### src/rtl/mips_multicycle.sv
// Multicycle MIPS subset core: FETCH/DECODE/EXEC/MEM/WB/HALT sequencer with
// handshaked instruction and data ports and a 32x32 register file.
module mips_multicycle #(
  parameter logic [31:0] RESET_PC        = 32'h0000_3000,
  parameter bit          HALT_ON_ILLEGAL = 1'b1,
  parameter int          IMEM_AW         = 10,
  parameter int          DMEM_AW         = 10
) (
  input  logic               clk,
  input  logic               reset,
  output logic               imem_req,
  output logic [IMEM_AW-1:0] imem_addr,
  input  logic [31:0]        imem_rdata,
  input  logic               imem_ready,
  output logic               dmem_req,
  output logic               dmem_we,
  output logic [DMEM_AW-1:0] dmem_addr,
  output logic [31:0]        dmem_wdata,
  input  logic [31:0]        dmem_rdata,
  input  logic               dmem_ready,
  output logic [31:0]        pc,
  output logic               halted,
  output logic               wb_en,
  output logic [4:0]         wb_addr,
  output logic [31:0]        wb_data
);

  typedef enum logic [2:0] {FETCH, DECODE, EXEC, MEM, WB, HALT} state_t;

  typedef enum logic [3:0] {
    OP_ADDU, OP_SUBU, OP_SLT, OP_JR, OP_ORI, OP_LUI,
    OP_LW, OP_SW, OP_BEQ, OP_J, OP_JAL, OP_ILL
  } instr_t;

  state_t      state, next_state;
  instr_t      instr;
  logic [31:0] ir, a, b, npc, alu_out, mdr;
  logic [31:0] rf [32];
  logic [31:0] alu_res, exec_pc, sext_imm, jump_target;

  logic [5:0]  opcode, funct;
  logic [4:0]  rs, rt, rd;
  logic [15:0] imm;

  assign opcode      = ir[31:26];
  assign rs          = ir[25:21];
  assign rt          = ir[20:16];
  assign rd          = ir[15:11];
  assign funct       = ir[5:0];
  assign imm         = ir[15:0];
  assign sext_imm    = {{16{imm[15]}}, imm};
  assign jump_target = {npc[31:28], ir[25:0], 2'b00};

  always_comb begin
    // NOTE: every always_comb output gets a default first so no path leaves it unassigned (no latch).
    instr = OP_ILL;
    case (opcode)
      6'b000000: begin
        case (funct)
          6'b100001: instr = OP_ADDU;
          6'b100011: instr = OP_SUBU;
          6'b101010: instr = OP_SLT;
          6'b001000: instr = OP_JR;
          default:   instr = OP_ILL;
        endcase
      end
      6'b001101: instr = OP_ORI;
      6'b001111: instr = OP_LUI;
      6'b100011: instr = OP_LW;
      6'b101011: instr = OP_SW;
      6'b000100: instr = OP_BEQ;
      6'b000010: instr = OP_J;
      6'b000011: instr = OP_JAL;
      default:   instr = OP_ILL;
    endcase
  end

  always_comb begin
    alu_res = '0;
    case (instr)
      OP_ADDU:      alu_res = a + b;
      OP_SUBU:      alu_res = a - b;
      OP_SLT:       alu_res = {31'b0, $signed(a) < $signed(b)};
      OP_ORI:       alu_res = a | {16'h0, imm};
      OP_LUI:       alu_res = {imm, 16'h0};
      OP_LW, OP_SW: alu_res = a + sext_imm;
      default:      alu_res = '0;
    endcase
  end

  // PC chosen when EXEC returns straight to FETCH; illegal-as-NOP falls through to PC+4.
  always_comb begin
    exec_pc = npc;
    case (instr)
      OP_BEQ:  exec_pc = (a == b) ? npc + {sext_imm[29:0], 2'b00} : npc;
      OP_J:    exec_pc = jump_target;
      OP_JR:   exec_pc = a;
      default: exec_pc = npc;
    endcase
  end

  always_ff @(posedge clk) begin
    // NOTE: sequential state uses non-blocking assignments so every flop samples pre-edge values.
    if (reset) state <= FETCH;
    else       state <= next_state;
  end

  always_comb begin
    next_state = state;
    case (state)
      FETCH:  next_state = imem_ready ? DECODE : FETCH;
      DECODE: next_state = EXEC;
      EXEC: begin
        case (instr)
          OP_BEQ, OP_J, OP_JR: next_state = FETCH;
          OP_LW, OP_SW:        next_state = MEM;
          OP_ILL:              next_state = HALT_ON_ILLEGAL ? HALT : FETCH;
          default:             next_state = WB;
        endcase
      end
      MEM:     next_state = dmem_ready ? ((instr == OP_SW) ? FETCH : WB) : MEM;
      WB:      next_state = FETCH;
      HALT:    next_state = HALT;
      default: next_state = FETCH;
    endcase
  end

  // Requests are gated by reset so nothing is issued while reset is held.
  always_comb begin
    imem_req = 1'b0;
    dmem_req = 1'b0;
    dmem_we  = 1'b0;
    wb_en    = 1'b0;
    halted   = 1'b0;
    if (!reset) begin
      imem_req = (state == FETCH);
      dmem_req = (state == MEM);
      dmem_we  = (state == MEM) && (instr == OP_SW);
      wb_en    = (state == WB);
      halted   = (state == HALT);
    end
  end

  assign imem_addr  = pc[IMEM_AW+1:2];
  assign dmem_addr  = alu_out[DMEM_AW+1:2];
  assign dmem_wdata = b;
  assign wb_addr    = (instr == OP_JAL) ? 5'd31 :
                      (instr == OP_ADDU || instr == OP_SUBU || instr == OP_SLT) ? rd : rt;
  assign wb_data    = (instr == OP_LW)  ? mdr :
                      (instr == OP_JAL) ? npc : alu_out;

  always_ff @(posedge clk) begin
    if (reset) begin
      pc      <= RESET_PC;
      ir      <= '0;
      a       <= '0;
      b       <= '0;
      npc     <= '0;
      alu_out <= '0;
      mdr     <= '0;
    end else begin
      case (state)
        FETCH:  if (imem_ready) ir <= imem_rdata;
        DECODE: begin
          a   <= rf[rs];
          b   <= rf[rt];
          npc <= pc + 32'd4;
        end
        EXEC: begin
          alu_out <= alu_res;
          if (next_state == FETCH) pc <= exec_pc;
        end
        MEM: if (dmem_ready) begin
          mdr <= dmem_rdata;
          if (instr == OP_SW) pc <= npc;
        end
        WB:      pc <= (instr == OP_JAL) ? jump_target : npc;
        default: ;
      endcase
    end
  end

  always_ff @(posedge clk) begin
    // NOTE: the register file is a memory that must clear on reset, so it is a flop array, not RAM.
    if (reset) begin
      for (int i = 0; i < 32; i++) rf[i] <= '0;
    end else if (state == WB && wb_addr != 5'd0) begin
      rf[wb_addr] <= wb_data;
    end
  end

endmodule

### config.mk
export PLATFORM = sky130hd
export DESIGN_NAME = mips_multicycle
export DESIGN_NICKNAME = d
export VERILOG_FILES = /design/src/rtl/mips_multicycle.sv
export SDC_FILE = /design/constraint.sdc
export NUM_CORES = 2
export LEC_CHECK = 0
export ABC_AREA = 1
export ABC_CLOCK_PERIOD_IN_PS = 3160
export CAP_MARGIN = 10
export CELL_PAD_IN_SITES_DETAIL_PLACEMENT = 1
export CELL_PAD_IN_SITES_GLOBAL_PLACEMENT = 1
export CORE_ASPECT_RATIO = 1.4
export CORE_MARGIN = 5
export CORE_UTILIZATION = 44
export CTS_CLUSTER_DIAMETER = 100
export DETAILED_ROUTE_END_ITERATION = 8
export DONT_BUFFER_PORTS = 1
export GPL_ROUTABILITY_DRIVEN = 0
export HOLD_SLACK_MARGIN = 0.02
export PLACE_DENSITY_LB_ADDON = 0.2
export SLEW_MARGIN = 10
export SYNTH_ARGS = -nofsm -noshare
export SYNTH_HDL_FRONTEND = slang
export SYNTH_SLANG_ARGS = --single-unit
### constraint.sdc
create_clock -name clk -period 3.16 [get_ports clk]
set_input_delay 0.316 -clock clk [delete_from_list [all_inputs] [get_ports clk]]
set_output_delay 0.316 -clock clk [all_outputs]
set_load 0.005 [all_outputs]
After elaboration in Yosys (flattened, before gate mapping)
Memories as Yosys holds them, arrays and structs flattened. A register that Yosys moved wholly into a read port is not among the register bits.
Cells that the tools add are included.
- mux-type cells: 32
- eq/ne operators: 31
- $lt $le $gt $ge: 1
- reductions and logical operators: 16
- add/subtract/negate cells: 5
- bitwise logic cells: 1
- operators by type and width (operator ; number):
    32-bit 2-to-1 mux ; 7
    32-bit one-hot mux with 3 select lines ; 2
    32-bit one-hot mux with 6 select lines ; 1
    32-bit adder ; 3
    32-bit by 3-bit adder with 32-bit output (second input constant) ; 1
    32-bit equality test ; 1
    32-bit less-than comparator ; 1
    32-bit by 16-bit OR with 32-bit output ; 1
    4-bit one-hot mux with 8 select lines ; 1
    32-bit OR reduction ; 1
    32-bit subtractor ; 1
    6-bit equality test (second input constant) ; 5
    28-bit 2-to-1 mux ; 1
    6-bit by 4-bit equality test with 1-bit output (second input constant) ; 3
    4-bit by 3-bit equality test with 1-bit output (second input constant) ; 4
    4-bit equality test (second input constant) ; 4
    4-bit one-hot mux with 4 select lines ; 1
    5-bit 2-to-1 mux ; 3
    3-bit one-hot mux with 5 select lines ; 1
    6-bit by 2-bit equality test with 1-bit output (second input constant) ; 2
    1-bit 2-to-1 mux ; 12
    3-bit one-hot mux with 3 select lines ; 1
    4-bit by 2-bit equality test with 1-bit output (second input constant) ; 2
    3-bit by 2-bit equality test with 1-bit output (second input constant) ; 2
    other kinds (17) ; 25
- bits of input ports: 68
- RAM bits: 1024
- flip-flop bits (word level): 163
- memories: 1
- word-level logic and storage cells: 93
- memories (memory ; words ; width ; read ports ; clocked after Yosys merged registers in ; wr ports ; line ; text):
    rf ; 32 ; 32 ; 2 ; 2 ; 32 ; 38 ; logic [31:0] rf [32];

Depth between registers and ports, before layout
- depth in word-level cells: 15
- mapped depth: 22

Least setup slack after synthesis
No wires, ideal clock.
- path kind: flip-flop to flip-flop
- start point: register ir[30]
- end point: memory rf[13][0], enable pin
- library setup time: 389 ps
- data required time: 2771 ps
- slack: -186 ps
- clock period less this slack: 3346 ps
- arrival: 2956 ps
- cell stages (with the launch flop): 16
- cell sequence: dfxtp_1 > nor2_4 > nand3_2 > inv_2 > nor2_2 > nand2_1 > nand2_1 > buf_2 > nand2_1 > nand2_2 > nand2_1 > nand4_2 > nor2_4 > nand2_4 > buf_2 > nand2_1
- RTL lines (what ; line ; text):
    from (decl) ; 37 ; logic [31:0] ir, a, b, npc, alu_out, mdr;
    from (signal assigned) ; 163 ; FETCH: if (imem_ready) ir <= imem_rdata;
    to (decl) ; 38 ;

==> results.md <==
- Outcome: complete, but fails checks
- Failing checks: negative hold slack, max-slew violations, negative setup slack
- Synth unique cells: 49
- Sequential power share: 0.374
- Top-area cell type share of the netlist area: 0.428
- Htree depth: 4
- Min Hold Slack: -53.2 ps
- Highest Clock Rate: 291 MHz
- Max-Cap Viols: 0
- Clock Power Share: 0.312
- Starting Density: 0.443
- CTS tree: done
- Asr flop ratio synth: 0
- Die Ht: 488 microns
- Post-Route Setup TNS: -153760 ps
- Mux cell area share after synthesis: 0
- Largest net degree at the start of global routing: 155
- Xor and xnor area share after synthesis: 0.00585
- Crit path arrival time: 4000 ps
- Post-route ant nets: 0
- Pwr dens: 589 nW/um^2
- Drt wl/cell: 34.0 microns
- Synth Area in Simple Gates: 0.213
- Crit start category: register
- Cts bufs inserted: 135
- Hpwl dp: 254000 microns
- Critical Path Max Stage Delay: 390 ps
- Combinational family with the most area after synthesis: simple AND/OR/NAND/NOR gates
- CORE AREA: 162000 sq um
- Die area: 172000 sq um
- Setup CP Type: register to register
- Compound-gate portion of the synthesized area: 0.205
- Worst path required time: 3730 ps
- Leakage: 0.0333 uW
- Worst IR drop on VDD: 0.599 mV
- Vias/cell: 6.80
- CP delay by family, top: simple AND/OR/NAND/NOR gates
- Cell Count Post-Placement: 11300
- Ys flop type: edfxtp_1
- Mapped Area: 71900 sq um
- Post-Synth Adder-Cell Area: 0.0179
- Clock slew at reported path FFs: 70 ps
- Minimum clock period after layout: 3430 ps
- Via count: 79800
- CP max stage cell: dfxtp_4
- Post-synthesis sequential area ratio: 0.491
- Chip Width: 352 microns
- First-pass GRT wire length: 545000 microns
- Root Buffer: clkbuf_16
- Cell with the most instances after synthesis: nor2_1
- DRC: 0
- Combinational power share: 0.314
- Mean post-synth cell area: 7.84 sq um
- Final Non-Filler Cells: 11700
- Latest clock arrival within the worst-skew pair: 880 ps
- Final instance area: 87600 sq um
- Top post-synthesis cells by area: edfxtp_1 (43%), nor2_1 (13%), o21ai_0 (11%)
- Placed inst area: 79600 sq um
- Hold Path Class: input port to register
- Core Util, Final: 0.539
- Storage cell area: 35400 sq um
- Final WS setup: -272 ps
- Slew margin rel.: -0.0505
- Slew Viols, Final: 31
- Critical-path cell list: nand2_4, inv_4, buf_6, nand3_4, nand3_2, nor2_1, nor2_2, nand2_2, nand2_1, nand2_8, nand2_1, nand3_4, inv_2, nand2_2, nor2_4, buf_12, nand2_8, nand2_8, clkbuf_16
- Ys Warns: 0
- Clk sinks: 1251
- Vias in the first global route: 78700
- Post-Route WL: 400000 microns
- GRT Residual Overflow: 0
- # setup viols final: 1510
- Rows: 175
- Final setup skew: 42.5 ps
- CP Max Fanout: 6
- Net switching power: 19400 uW
- Switching Share: 0.376
- Final Hold Viols: 3
- Synth-to-Final Area Change: 21.9%
- DR pass1 iterations: 8
- CTS max path bufs: 3
- Area occupied by multi-input gates: 33400 sq um
- # fillers: 19200
- Synthesized instance count: 9175
- Top cell types by occurrence after synthesis: nor2_1 (2573), o21ai_0 (1616), edfxtp_1 (1024), nand2_1 (863), clkbuf_1 (620)
- Count of port buffers added during placement: 0
- RSZ-0062 raised after global routing: true
- Worst Setup End Kind: register
- Buf+Inv Stages, Crit Path: 5
- Largest area contributor in the netlist: edfxtp_1
- GR Util All Layers: 0.440
- Layout cells sized above 1: 0.138
- Top-level I/O count: 194
- Nets: 9654
- Crit share post-route: 1.09
- Internal Power: 32200 uW
- Crit path top cell by count: nand2_8
- Initial antenna violation count: 69
- EDFF count, synth: 1024
- Iter 0 DRT Violations: 11900
- #FFs+latches synth: 1251
- Slew at the pin with the worst max-slew slack: 1580 ps
-- final timing paths --
check,from,cells after the start,slack [ps],end
setup / recovery,ir[27],19,-270,rf[3][28]
hold / removal,reset,3,-50,pc[1]
setup reg to reg,ir[27],19,-270,rf[3][28]
hold reg to reg,mdr[31],2,460,mdr[31]
-- power by group through the flow --
| stage | clock, uW | sequential [uW] | combinational (uW) |
|---|---|---|---|
| 3_3_place_gp | 0 | 19500 | 13900 |
| 6_report | 16100 | 19300 | 16200 |
| 5_1_grt | 16700 | 19400 | 16700 |
| 2_1_floorplan | 0 | 19300 | 7110 |
| 4_1_cts | 16000 | 19200 | 14600 |
| 3_5_place_dp | 0 | 19600 | 14300 |
-- state kept, by name, indices dropped and copies added (netlist names) --
signal and flops:
ir 32, a 32, state 3, npc 32, rf 1024, pc 32, mdr 32, alu_out 32
dmem_wdata 32
-- cell type report --
type	count	area share
antenna	36	0.00103
clock buffer	174	0.0412
clock inverter	66	0.00717
inverter	467	0.0206
multi-input combinational	6715	0.381
sequential	1251	0.403
tap	2124	0.0303
timing repair buffer	915	0.115
-- metal layers --
metal | vias up | share of wire | wire, microns | global-route usage
li1 | 32300 | - | - | -
met1 | 38900 | 0.31 | 124000 | 0.464
met2 | 6269 | 0.43 | 171000 | 0.658
met3 | 2350 | 0.13 | 52800 | 0.168
met4 | 48 | 0.13 | 50600 | 0.444
met5 | - | 0.0011 | 421 | 0.00489
-- placed cells by master (no fill, tap or decap), types with 35 or more instances in the layout --
master         count
nand4_1           51
o21ai_0         1572
buf_12           176
nand2_1          776
clkbuf_16        174
o22ai_1          557
ha_1              78
nand2_2           45
nand3_1          211
xor2_1            35
o221ai_1          57
inv_1            442
buf_4            584
nor2_1          2539
o211ai_1          51
dfxtp_1          203
dlygate4sd3_1     86
edfxtp_1        1024
a21oi_1          287
diode_2           36
-- worst min-delay path, cell delays in order --
cell and delay (ps):
inv_6 190, nand2_1 200, nor2_1 40
-- timing repair --
item / CTS / global route
hold buffers: 85 / 2
setup buffers: 11 / 28
setup endpoints to repair: 1311 / 1762
cloned: 0 / 40
gates resized for setup: 83 / 270
pin swaps: 21 / 44
endpoints found under the hold margin: 145 / 60
-- stage by stage --
stage | total power [uW] | setup WS, ps
3_5_place_dp | 33800 | -163
3_3_place_gp | 33400 | -130
4_1_cts | 49800 | 0.584
2_1_floorplan | 26400 | 117
5_1_grt | 52800 | -294
6_report | 51700 | -272
-- kinds of logic after synthesis --
kind of cell	after synthesis
AOI/OAI and AO/OA	2680
xor gates and xnor gates	48
adders and majority gates	101
buffers and inverters	1240
DFF	1251
other	1
and+or+nand+nor	3854
No activity file was read; power rests on OpenSTA's default activity.
